<file path="src/rtl/cpu_mem_arbiter.sv">
// cpu_mem_arbiter
//   Arbitrates the CPU instruction-fetch and data load/store SRAM-like
//   request ports onto one unified memory port. Exactly one transaction is
//   in flight at a time. The response is routed back to the side that
//   issued the request.
//
// Ports
//   clk, reset             clock, synchronous active-high reset
//   inst_sram_*            instruction read port: req/addr in; addr_ok/data_ok/rdata out
//   data_sram_*            data port: req/wr/wstrb/addr/wdata in; addr_ok/data_ok/rdata out
//   mem_req/wr/addr/wstrb/wdata  unified memory request, held until mem_gnt
//   mem_gnt                memory accepts the request (mem_req & mem_gnt)
//   mem_resp, mem_rdata    one-cycle memory response and read data
//
// Parameter
//   DATA_FIRST             1: data port wins a simultaneous request, 0: instruction port wins
module cpu_mem_arbiter #(
  parameter bit DATA_FIRST = 1'b1
) (
  input  logic        clk,
  input  logic        reset,
  input  logic        inst_sram_req,
  input  logic [31:0] inst_sram_addr,
  output logic        inst_sram_addr_ok,
  output logic        inst_sram_data_ok,
  output logic [31:0] inst_sram_rdata,
  input  logic        data_sram_req,
  input  logic        data_sram_wr,
  input  logic [3:0]  data_sram_wstrb,
  input  logic [31:0] data_sram_addr,
  input  logic [31:0] data_sram_wdata,
  output logic        data_sram_addr_ok,
  output logic        data_sram_data_ok,
  output logic [31:0] data_sram_rdata,
  output logic        mem_req,
  output logic        mem_wr,
  output logic [31:0] mem_addr,
  output logic [3:0]  mem_wstrb,
  output logic [31:0] mem_wdata,
  input  logic        mem_gnt,
  input  logic        mem_resp,
  input  logic [31:0] mem_rdata
);

  typedef enum logic [1:0] {IDLE, REQ, WAIT, RESP} state_t;
  typedef enum logic {OWN_INST, OWN_DATA} owner_t;

  state_t      state_q, state_d;
  owner_t      owner_q, owner_d;
  logic [31:0] addr_q, addr_d;
  logic        wr_q, wr_d;
  logic [3:0]  wstrb_q, wstrb_d;
  logic [31:0] wdata_q, wdata_d;
  logic [31:0] inst_rdata_q, inst_rdata_d;
  logic [31:0] data_rdata_q, data_rdata_d;
  logic        inst_dok_q, inst_dok_d;
  logic        data_dok_q, data_dok_d;

  logic inst_acc, data_acc, resp_hit;

  always_comb begin
    state_d      = state_q;
    owner_d      = owner_q;
    addr_d       = addr_q;
    wr_d         = wr_q;
    wstrb_d      = wstrb_q;
    wdata_d      = wdata_q;
    inst_rdata_d = inst_rdata_q;
    data_rdata_d = data_rdata_q;
    inst_dok_d   = 1'b0;
    data_dok_d   = 1'b0;
    inst_acc     = 1'b0;
    data_acc     = 1'b0;
    resp_hit     = 1'b0;

    unique case (state_q)
      IDLE: begin
        // Data wins if it has priority or if the instruction side is quiet.
        if (!reset) begin
          if (data_sram_req && (DATA_FIRST || !inst_sram_req)) begin
            data_acc = 1'b1;
          end else if (inst_sram_req) begin
            inst_acc = 1'b1;
          end
        end
        if (data_acc) begin
          owner_d = OWN_DATA;
          addr_d  = data_sram_addr;
          wr_d    = data_sram_wr;
          wstrb_d = data_sram_wstrb;
          wdata_d = data_sram_wdata;
          state_d = REQ;
        end else if (inst_acc) begin
          // Fetches are reads; wdata keeps whatever the last write left.
          owner_d = OWN_INST;
          addr_d  = inst_sram_addr;
          wr_d    = 1'b0;
          wstrb_d = 4'b0000;
          state_d = REQ;
        end
      end
      REQ: begin
        if (mem_gnt) state_d = WAIT;
      end
      WAIT: begin
        if (mem_resp) begin
          resp_hit = 1'b1;
          state_d  = RESP;
        end
      end
      RESP: begin
        state_d = IDLE;
      end
      default: state_d = IDLE;
    endcase

    // Response routing: pulse goes to the owner, read data only on reads.
    if (resp_hit) begin
      if (owner_q == OWN_DATA) begin
        data_dok_d = 1'b1;
        if (!wr_q) data_rdata_d = mem_rdata;
      end else begin
        inst_dok_d = 1'b1;
        if (!wr_q) inst_rdata_d = mem_rdata;
      end
    end
  end

  always_ff @(posedge clk) begin
    if (reset) begin
      state_q      <= IDLE;
      owner_q      <= OWN_INST;
      addr_q       <= '0;
      wr_q         <= 1'b0;
      wstrb_q      <= '0;
      wdata_q      <= '0;
      inst_rdata_q <= '0;
      data_rdata_q <= '0;
      inst_dok_q   <= 1'b0;
      data_dok_q   <= 1'b0;
    end else begin
      state_q      <= state_d;
      owner_q      <= owner_d;
      addr_q       <= addr_d;
      wr_q         <= wr_d;
      wstrb_q      <= wstrb_d;
      wdata_q      <= wdata_d;
      inst_rdata_q <= inst_rdata_d;
      data_rdata_q <= data_rdata_d;
      inst_dok_q   <= inst_dok_d;
      data_dok_q   <= data_dok_d;
    end
  end

  assign inst_sram_addr_ok = inst_acc;
  assign data_sram_addr_ok = data_acc;
  assign inst_sram_data_ok = inst_dok_q;
  assign data_sram_data_ok = data_dok_q;
  assign inst_sram_rdata   = inst_rdata_q;
  assign data_sram_rdata   = data_rdata_q;

  assign mem_req   = (state_q == REQ);
  assign mem_wr    = wr_q;
  assign mem_addr  = addr_q;
  assign mem_wstrb = wstrb_q;
  assign mem_wdata = wdata_q;

endmodule
</file>
<file path="config.mk">
export PLATFORM = sky130hd
export DESIGN_NAME = cpu_mem_arbiter
export DESIGN_NICKNAME = d
export VERILOG_FILES = /design/src/rtl/cpu_mem_arbiter.sv
export SDC_FILE = /design/constraint.sdc
export NUM_CORES = 1
export LEC_CHECK = 0
export ABC_AREA = 1
export BUFFER_PORTS_ARGS = -buffer_cell sky130_fd_sc_hd__buf_4
export CORE_UTILIZATION = 49
export DETAILED_ROUTE_END_ITERATION = 16
export PLACE_DENSITY = 0.86
export REMOVE_ABC_BUFFERS = 1
export SETUP_SLACK_MARGIN = 0.3
export SLEW_MARGIN = 30
export SYNTH_ARGS = -nofsm -noshare
export SYNTH_HDL_FRONTEND = slang
export SYNTH_SLANG_ARGS = --single-unit
</file>
<file path="constraint.sdc">
create_clock -name clk -period 2.3 [get_ports clk]
set_clock_uncertainty 0.15 [all_clocks]
set_input_delay 0.69 -clock clk [delete_from_list [all_inputs] [get_ports clk]]
set_output_delay 0.69 -clock clk [all_outputs]
set_load 0.01 [all_outputs]
</file>
Word level (Yosys, flattened, before mapping)
Index checks and enable logic that the tools add are counted.
{"block": "totals", "reg_bits": 138, "elab_cells": 52, "latch_bits": 0, "rom_bits": 0, "ramBits": 0, "input_bits": 139, "n_memories": 0, "out_inout_bits": 138}
{"block": "op_classes", "reduce_logical": 8, "n_eq_ne": 6, "bitwise_logic": 3, "multipliers": 0, "add_sub_neg": 0, "n_mux": 25, "n_lt_le_gt_ge": 0, "n_shift": 0, "n_div": 0}
{"op": "32-bit 2-to-1 mux", "count": 2}
{"op": "1-bit 2-to-1 mux", "count": 16}
{"op": "3-bit AND reduction", "count": 3}
{"op": "2-bit 2-to-1 mux", "count": 4}
{"op": "4-bit 2-to-1 mux", "count": 2}
{"op": "2-bit case mux with 4 select lines", "count": 1}
{"op": "2-bit == test, second input constant", "count": 2}
{"op": "2-bit AND reduction", "count": 2}
{"op": "3-bit inequality test, second input constant", "count": 1}
{"op": "1-bit inverter", "count": 3}
{"op": "2-bit by 1-bit == test with 1-bit output, second input constant", "count": 1}
{"op": "2-bit zero test", "count": 1}
{"op": "2-bit by 1-bit inequality test with 1-bit output, second input constant", "count": 1}
{"op": "2-bit inequality test, second input constant", "count": 1}
{"op": "2-bit nonzero test", "count": 1}
{"op": "2-bit OR reduction", "count": 1}

Depth between registers and ports, before layout
{"block": "depth", "word_depth": 7, "depth_mapped": 9}

Least setup slack after synthesis
OpenSTA, ideal clock, no wires.
{"block": "synth_path", "path_kind": "input port to output port", "from": "input port data_sram_req", "to": "output port inst_sram_addr_ok", "path_stages": 3, "setup_slack_ps": 196, "t_required_ps": 1460, "t_arrival_ps": 1264, "path_cell_list": "buf_2 -> buf_1 -> nor2_1"}
{"block": "synth_via", "elab_chain_cells": 4}
{"item": "from (decl)", "line_no": "27", "rtl": "input logic data_sram_req,"}
{"item": "1-bit 2-to-1 mux", "line_no": "80", "rtl": "if (data_sram_req && (DATA_FIRST || !inst_sram_req)) begin"}
{"item": "1-bit 2-to-1 mux", "line_no": "79", "rtl": "if (!reset) begin"}
{"item": "1-bit 2-to-1 mux (2 in series)", "line_no": "76", "rtl": "unique case (state_q)"}
{"item": "to (decl)", "line_no": "24", "rtl": "output logic inst_sram_addr_ok,"}
No other way between the ends. The select of a mux whose other input is x is not followed.

Worst setup path after layout
{"block": "layout_path", "from": "register state_q[0]", "to": "output port inst_sram_addr_ok"}
{"block": "layout_via", "elab_chain_cells": 2}
{"item": "from (decl)", "line_no": "48", "rtl": "state_t state_q, state_d;"}
{"item": "from (signal assigned)", "line_no": "142", "rtl": "state_q <= state_d;"}
{"item": "2-bit zero test", "line_no": "76"}
{"item": "1-bit 2-to-1 mux", "line_no": "76"}
No other way between the ends.

==> results by group <==
Run status
  • Outcome: finished, final reports clean

STA
  • RSZ-0062 raised after global routing: yes
  • Worst rel slew slack: 50.9%
  • Actual slew at the worst max-slew pin: 0.736 ns
  • Final-report max-slew violation count: 0
  • Period utilisation layout: 95.5%
  • Minimum clock period: 2.20 ns
  • Final hold violations: 0
  • Setup-failing EPs final: 0
  • Highest Clock Rate: 455 MHz

Clock tree
  • Num Clock Sinks: 138
  • Hold Buf Count CTS: 0
  • CTS clk-pin slew, worst paths: 0.06 ns
  • CTS Root Cell: clkbuf_8
  • CTS Buf Count: 17
  • Longest Clk Path Bufs: 2
  • Worst skew pair latency: 0.50 ns
  • CTS tree: built
  • CTS H-tree lvls: 4

Run
  • Number of max-cap violations: 0

Pwr
  • Max VDD drop: 736 µV
  • Final Power: 8.25 mW
  • Leakage: 4.06 nW
  • Pwr/cell area: 1010 nW/µm²

Logic synthesis
  • Synth top area share: 51.7%
  • Register area share after synthesis: 51.7%
  • Synth top cells by count: nor2_1, nand2_1, dfxtp_1
  • Syn Area/Cell: 7.33 µm²
  • Dominant cell by count in the synthesized netlist: nor2_1
  • Synth Warn #: 0
  • Top FF cell, synth: dfxtp_1
  • Post-Syn Instances: 729
  • Synth top area cells: dfxtp_1, nor2_1, nand2_1
  • Post-synthesis cell area: 5340 µm²
  • Post-synthesis register bit count: 138
  • Async set-reset flop share out of synthesis: 0%
  • Synth cell types: 19
  • Post-synth top area cell: dfxtp_1
  • Number of enable flip-flop cells after synthesis: 0

Drt
  • Number of DRC markers in iteration 0: 385
  • Remaining DRCs: 0
  • Vias: 5708
  • Routed Antenna Nets: 0
  • Iteration count of the initial detailed-routing pass: 5
  • Via density: 5.00
  • Final wirelength: 16200 µm
  • Avg WL per Cell: 14.2 µm

Floorplan
  • # rows: 37
  • Die Width: 106 µm
  • Die Y: 106 µm
  • Die area: 11300 µm²
  • Core area: 10500 µm²
  • Initial core utilization: 51.1%
  • Num ports: 277

Global routing
  • Number of antenna violations at the first check in global routing: 0
  • Gr usage total: 28.3%
  • Vias in the first global route: 5263
  • Largest net degree at the start of global routing: 86
  • Global-route wire length before repair: 25200 µm
  • Total congestion overflow: 0

Setup path
  • Crit Path Max Fanout: 4
  • CP Capture Type: output pin
  • Critical Path RT: 1.46 ns
  • CP Data Arrival Time: 1.36 ns
  • Critical-path top delay cell: dfxtp_2
  • Ordered list of cells on the worst path: inv_2, ha_4, nand3_4, nor2_4, buf_6
  • Worst setup SP type: flip-flop
  • CP Buf/Inv Count: 2
  • CP delay by family, top: flip-flops
  • Setup CP Type: reg -> out
  • Crit-path max cell delay: 0.33 ns

Final layout
  • Layout Nets: 1135
  • Post-layout util: 77.7%
  • Number of diodes: 0
  • Cell Count, Final, Fillers Out: 1141
  • Syn-to-layout area delta: 52.2%
  • Proportion of layout cells with a drive suffix above 1: 33.8%
  • Fillers: 816

Placed design
  • Port-buffer cells: 276
  • Placer Congestion: 0.806
  • # placed instances: 1102
  • Detailed placer's ending HPWL: 10800 µm

Min path
  • Hold Path Class: in -> reg
-- layout make-up --
type / instances / area (µm²) / area share [%]
multi-input combinational: 528 / 2290 / 28.2
clock inverter: 14 / 183 / 2.25
timing repair buffer: 296 / 2260 / 27.8
tap: 136 / 170 / 2.09
inverter: 12 / 50.0 / 0.616
clock buffer: 17 / 414 / 5.09
sequential: 138 / 2770 / 34.0
-- through the flow --
step                instance area, µm²  TNS (ns)  hold slack (ns)  setup slack [ns]
floorplan                         5050    -30.47            0.294            -0.806
CTS                               8090         0            0.207            0.0613
detailed placement                7410         0            0.305             0.145
global placement                  7410         0            0.300             0.177
finish                            8130         0            0.227             0.103
global route                      8130         0            0.208            0.0443
-- routing by layer --
metal	share of wire (%)	global-route usage, %	vias to the layer above
li1	-	-	2852
met1	39	31.4	2582
met2	50	50.1	244
met3	8.4	9.44	30
met4	2.5	10.4	0
met5	0	0	-
-- sequential cells by signal (all words and copies together) (netlist names) --
signal,count
inst_sram_data_ok,1
mem_wstrb,4
data_sram_data_ok,1
mem_addr,32
owner_q,1
state_q,2
inst_sram_rdata,32
mem_wr,1
data_sram_rdata,32
mem_wdata,32
-- tightest hold or removal path, stage by stage --
cell and delay [ns]:
buf_4 0.07, nand2_1 0.04, nand2_1 0.05
-- report_power, final --
group / switching (mW) / total [mW] / internal [mW]
sequential: 0.230 / 3.06 / 2.83
clock: 1.07 / 2.75 / 1.68
combinational: 1.28 / 2.44 / 1.16
total: 2.59 / 8.25 / 5.66
-- repair_timing --
| item | CTS | global route |
|---|---|---|
| resized for setup | 11 | 5 |
| pin swaps | 3 | 3 |
| setup buffers | 6 | 2 |
| setup endpoints to repair | 4 | 3 |
-- worst paths after layout --
check / startpoint / end / slack [ns] / depth (start not counted)
max: state_q[0] / inst_sram_addr_ok / 0.10 / 5
min: data_sram_wdata[27] / mem_wdata[27] / 0.23 / 3
max reg2reg: state_q[0] / data_sram_rdata[16] / 0.33 / 10
min reg2reg: mem_wdata[8] / mem_wdata[8] / 0.31 / 2
-- cells by family after synthesis --
logic type	share of synthesized area [%]
AND/OR/NAND/NOR	31.7
buffers and inverters	6.28
flip-flops	51.7
AO/OA/AOI/OAI	9.65
adder cells (fa/ha/maj)	0.703
-- cells in the final DEF (no fill, tap or decap) --
master / count
a21oi_1: 7
ha_1: 1
nand2_2: 2
nor2_4: 1
nand3_4: 2
o21ai_1: 10
inv_8: 2
clkbuf_16: 16
clkbuf_8: 1
bufinv_16: 3
dfxtp_2: 2
buf_12: 2
inv_6: 5
o21ai_0: 86
ha_4: 2
nand2_1: 150
nor2_1: 197
inv_1: 8
buf_6: 3
dfxtp_1: 136
nor3_1: 2
clkinv_4: 1
nand3_1: 68
inv_2: 2
clkinvlp_4: 1
clkinv_2: 2
buf_4: 291
inv_4: 2
No activity file was read; power rests on OpenSTA's default activity.
